[src/rtl/uart_pkg.sv]
// Shared widths for the UART receive path plus the saturating increment
// used by the error counter.
package uart_pkg;

    localparam int unsigned UART_DATA_W = 8;
    localparam int unsigned ERR_CNT_W   = 8;

    function automatic logic [ERR_CNT_W-1:0] sat_inc(input logic [ERR_CNT_W-1:0] value);
        return (value == '1) ? value : value + 1'b1;
    endfunction

endpackage

[src/rtl/sync_fifo.sv]
// Synchronous first-word-fall-through FIFO with extra-MSB pointers.
// The caller guarantees push only when not full (or popping) and pop only when not empty.
module sync_fifo #(
    parameter int unsigned WIDTH = 8,
    parameter int unsigned DEPTH = 16
) (
    input  logic                     clk,
    input  logic                     reset_n,
    input  logic                     push,
    input  logic                     pop,
    input  logic [WIDTH-1:0]         wr_data,
    output logic [WIDTH-1:0]         rd_data,
    output logic                     full,
    output logic                     empty,
    output logic [$clog2(DEPTH):0]   count
);

    localparam int unsigned ADDR_W = $clog2(DEPTH);

    logic [WIDTH-1:0] mem [DEPTH];
    logic [ADDR_W:0]  wr_ptr;
    logic [ADDR_W:0]  rd_ptr;

    // Storage is deliberately left out of reset.
    always_ff @(posedge clk) begin
        if (push) begin
            mem[wr_ptr[ADDR_W-1:0]] <= wr_data;
        end
    end

    always_ff @(posedge clk or negedge reset_n) begin
        if (!reset_n) begin
            wr_ptr <= '0;
            rd_ptr <= '0;
        end else begin
            if (push) begin
                wr_ptr <= wr_ptr + 1'b1;
            end
            if (pop) begin
                rd_ptr <= rd_ptr + 1'b1;
            end
        end
    end

    assign rd_data = mem[rd_ptr[ADDR_W-1:0]];
    assign empty   = (wr_ptr == rd_ptr);
    assign full    = (wr_ptr[ADDR_W] != rd_ptr[ADDR_W]) &&
                     (wr_ptr[ADDR_W-1:0] == rd_ptr[ADDR_W-1:0]);
    assign count   = wr_ptr - rd_ptr;

endmodule

[src/rtl/uart_rx_fifo.sv]
// Receive-side buffer: queues bytes from the UART receiver onto a valid/ready
// stream and keeps sticky overrun/framing flags and a saturating error counter.
module uart_rx_fifo
    import uart_pkg::*;
#(
    parameter int unsigned DEPTH  = 16,
    parameter int unsigned ADDR_W = $clog2(DEPTH)
) (
    input  logic                   clk,
    input  logic                   reset_n,
    input  logic [UART_DATA_W-1:0] rx_data,
    input  logic                   rx_valid,
    input  logic                   rx_err,
    output logic [UART_DATA_W-1:0] m_data,
    output logic                   m_valid,
    input  logic                   m_ready,
    output logic [ADDR_W:0]        count,
    output logic                   overrun,
    output logic                   frame_err,
    output logic [ERR_CNT_W-1:0]   err_count,
    input  logic                   clear_flags
);

    logic full;
    logic empty;
    logic push;
    logic pop;
    logic overflow;
    logic rx_err_q;
    logic err_event;

    sync_fifo #(
        .WIDTH (UART_DATA_W),
        .DEPTH (DEPTH)
    ) u_fifo (
        .clk     (clk),
        .reset_n (reset_n),
        .push    (push),
        .pop     (pop),
        .wr_data (rx_data),
        .rd_data (m_data),
        .full    (full),
        .empty   (empty),
        .count   (count)
    );

    // A pop in the same cycle frees the slot, so a full FIFO can still accept.
    assign m_valid   = !empty;
    assign pop       = !empty && m_ready;
    assign push      = rx_valid && (!full || pop);
    assign overflow  = rx_valid && full && !pop;
    assign err_event = rx_err && !rx_err_q;

    // Set/increment takes priority over clear_flags in the same cycle.
    always_ff @(posedge clk or negedge reset_n) begin
        if (!reset_n) begin
            rx_err_q  <= 1'b0;
            overrun   <= 1'b0;
            frame_err <= 1'b0;
            err_count <= '0;
        end else begin
            rx_err_q <= rx_err;

            if (overflow) begin
                overrun <= 1'b1;
            end else if (clear_flags) begin
                overrun <= 1'b0;
            end

            if (err_event) begin
                frame_err <= 1'b1;
                err_count <= clear_flags ? ERR_CNT_W'(1) : sat_inc(err_count);
            end else if (clear_flags) begin
                frame_err <= 1'b0;
                err_count <= '0;
            end
        end
    end

endmodule

[config.mk]
export PLATFORM = sky130hd
export DESIGN_NAME = uart_rx_fifo
export DESIGN_NICKNAME = d
export VERILOG_FILES = /design/src/rtl/uart_pkg.sv /design/src/rtl/sync_fifo.sv /design/src/rtl/uart_rx_fifo.sv
export SDC_FILE = /design/constraint.sdc
export NUM_CORES = 1
export LEC_CHECK = 0
export BUFFER_PORTS_ARGS = -buffer_cell sky130_fd_sc_hd__clkbuf_2
export CAP_MARGIN = 10
export CORE_MARGIN = 2
export CORE_UTILIZATION = 35
export CTS_BUF_LIST = sky130_fd_sc_hd__clkbuf_16
export CTS_CLUSTER_DIAMETER = 80
export DETAILED_ROUTE_END_ITERATION = 10
export PLACE_DENSITY = 0.63
export SLEW_MARGIN = 40
export SYNTH_ARGS = -nofsm -noshare
export SYNTH_HDL_FRONTEND = slang
export SYNTH_SLANG_ARGS = --single-unit
[constraint.sdc]
create_clock -name clk -period 3 [get_ports clk]
set_clock_uncertainty 0.15 [all_clocks]
set_input_delay 0.6 -clock clk [delete_from_list [all_inputs] [get_ports clk]]
set_output_delay 0.6 -clock clk [all_outputs]
set_load 0.02 [all_outputs]
==> out/metrics.yaml <==
clocking:
  holdBufCountCts: 0
  root_buffer: "clkbuf_16"
  clk_transition_reported_paths_ps: 60
  htree_num_levels: 4
  clkSinkCount: 149
  cts_buffers: 17
  cts_tree: "yes"
  clk-insertion-delay-late_ps: 410
  clock_tree.buffer_depth: 2
pwr:
  vdd_ir_drop_max_mv: 0.461
  power.static_leakage_nw: 2.72
  power_density_nw_per_um2: 1010
synthesis:
  synth-simple-area-share: 0.0498
  netlist_top_cells_count: "128 x edfxtp_1, 26 x mux2i_1, 21 x dfrtp_1"
  asyncSetResetFlopFracSynth: 0.141
  number_of_warnings_printed_during_yosys_synthesis: 0
  synth_fa_ha_area_frac: 0.0233
  ys_types: 47
  post-synth-top-count-cell: "edfxtp_1"
  synthXorXnorAreaFrac: 0.0209
  dominant_register_cell_in_the_synthesized_netlist: "edfxtp_1"
  synth_enable_flop_cells: 128
  synth_area_um2: 6230
  synth-compound-area-share: 0.0442
  main_combinational_cell_family_by_area_after_synthesis: "multiplexers"
  muxShareOfSynthArea: 0.132
  syn_area_per_cell_um2: 17.5
  synth_top_cell_area_share: 0.617
  ys_seq_elements: 149
  post_synth_main_area_contributors: "edfxtp_1 62%, dfrtp_1 8.4%, mux4_2 6.5%, mux2i_1 4.2%, mux4_1 2.5%"
  synthDominantAreaCellType: "edfxtp_1"
  synth_fp_nets: 381
  synth_sequential_area_ratio: 0.702
  synth_cells: 356
setup_path:
  crit_path_start_kind: "register"
  r2r_start: "u_fifo.rd_ptr[2]"
  timing.critical_path.required_ps: 2250
  r2r_setup_slack_ps: 400
  cell_by_cell_listing_of_the_critical_path: "buf_12, mux4_2, mux2i_2, o21ai_1, clkbuf_2"
  crit_arrival_ps: 2210
  worst-setup-path-type: "reg2out"
  peak_per_stage_delay_on_the_critical_path_ps: 520
  setup.worst_path.start: "u_fifo.rd_ptr[0]"
  worst-path-max-fanout: 11
  cpMaxStageDelayCell: "dfrtp_2"
  setup.worst_path.end_class: "output pin"
route:
  routed_wl_um: 13600
  routed_wire_length_per_instance_um: 20.4
  viasPerCell: 5.13
  total_iterations_of_the_first_detailed_routing_run: 5
  ant_nets: 0
  drt_first_iter_violations: 269
  dr_total_vias: 3404
  drt_drc_violations_left: 0
finish:
  n_antenna_cell: 0
  post_route_cells_drive_above_1_share: 0.301
  final_area_um2: 7470
  multi_input_comb_area_um2: 1710
  design.final.nets: 451
  area_growth_syn_to_layout_pct: 19.9
  post_layout_nonfiller_instances: 664
  seq_area_um2: 4370
  fill_cells: 1500
timing:
  final.min_clock_period_ps: 2960
  max_transition_margin: 0.637
  fmax_ghz: 0.338
  fin_tns_setup_ps: 0
  period_share: 0.985
  final-max-slew-violation-count: 0
  fin_hold_ws_ps: 0.139
  timing_worst_slew_pin_value_ps: 544
  hold_viol: 0
  final-setup-viol-count: 0
  postLayoutSetupSlackWorst_ps: 44.6
die:
  placement_rows: 48
  core_um2: 17400
  initial_core_utilization: 0.359
  dieWidth_um: 137
  fp.dieH_um: 137
  pin_count: 38
  die_area_um2: 18900
grt:
  grt_max_degree: 22
  first_global_vias: 3509
  number_of_antenna_violations_at_the_first_check_in_global_routing: 0
  overflow: 0
  grt_first_pass_wirelength_um: 20500
  grt_usage: 0.152
place:
  placement_stage_worst_setup_slack_ps: 413
  globalplace.congestion: 0.764
  number_of_i_o_port_buffers: 37
  detailed_place_hpwl_um: 8490
  placed_cell_area_um2: 6780
  placed_cells: 628
run_status:
  outcome: "completed"
min_path:
  worst_hold_path_type: "in2async"
flow_run:
  max_cap_violations: 0
==> final cells by class <==
class,instances,area share
Multi-Input combinational cell,178,0.229
Tap cell,225,0.0377
Clock inverter,15,0.0216
Timing Repair Buffer,68,0.0630
Inverter,12,0.00603
Sequential cell,149,0.585
Clock buffer,17,0.0570
==> layer usage <==
layer  share of wire  up-vias  GRT usage
met5               0        -          0
met1            0.43     1786      0.190
met4          0.0094        0     0.0493
met2            0.52       61      0.261
met3           0.036        9     0.0342
li1                -     1548          -
==> kinds of logic (layout without fill, tap and decap cells) <==
kind of cell             count (synthesis)  count (layout)
XOR/XNOR                                14              14
AND/OR/NAND/NOR                         61              61
buffers and inverters                   29             112
multiplexers                            50              50
adder cells (fa/ha/maj)                 11              11
AO/OA/AOI/OAI                           42              42
flip-flops                             149             149
==> metrics by stage <==
step / util / total power, mW
after floorplan: - / 4.50
after global placement: 0.391 / 5.23
after detailed placement: 0.391 / 5.28
after CTS: 0.426 / 7.44
after global routing: 0.430 / 7.86
final: 0.430 / 7.51
==> repair_timing <==
action,4_1_cts,5_1_grt
buffers inserted,0,2
setup endpoints to repair,2,6
cloned,1,1
resized for setup,0,14
==> final timing paths <==
| check | end | cells past startpoint |
|---|---|---|
| worst max-delay path | m_data[1] | 5 |
| min in group clk | rx_err_q | 1 |
| worst max register to register | u_fifo.mem[1][3] | 7 |
| max in group asynchronous | u_fifo.rd_ptr[0] | 1 |
| worst min-delay path | rx_err_q | 1 |
| worst min register to register | u_fifo.wr_ptr[4] | 1 |
==> where the power goes <==
group          internal [mW]  switching, mW
Sequential              2.51          0.165
Clock                   1.18          0.901
Combinational           1.18           1.58
==> worst max-delay path, delay by kind of cell (launching register included) <==
family                 cells  cell delay (ps)
AO/OA/AOI/OAI              1              130
buffers and inverters      2              380
flip-flops                 1              520
multiplexers               2              740
==> sequential cells by signal, indices dropped and copies added, names as in the netlist <==
signal / flops
rx_err_q: 1
frame_err: 1
u_fifo.wr_ptr: 5
u_fifo.mem: 128
overrun: 1
err_count: 8
u_fifo.rd_ptr: 5
==> placed cells by master, fill, tap and decap left out, types with 5 or more instances in the layout <==
cell type,instances
buf_4,29
clkbuf_2,35
o21ai_0,9
mux2i_1,25
nor3_1,5
clkbuf_16,18
mux4_1,5
nand2_1,12
inv_1,12
o21ai_1,10
mux4_2,19
dfrtp_1,20
nor2_1,19
ha_1,9
nand4_1,5
xnor2_1,10
edfxtp_1,128
(Power assumes the default switching activity.)
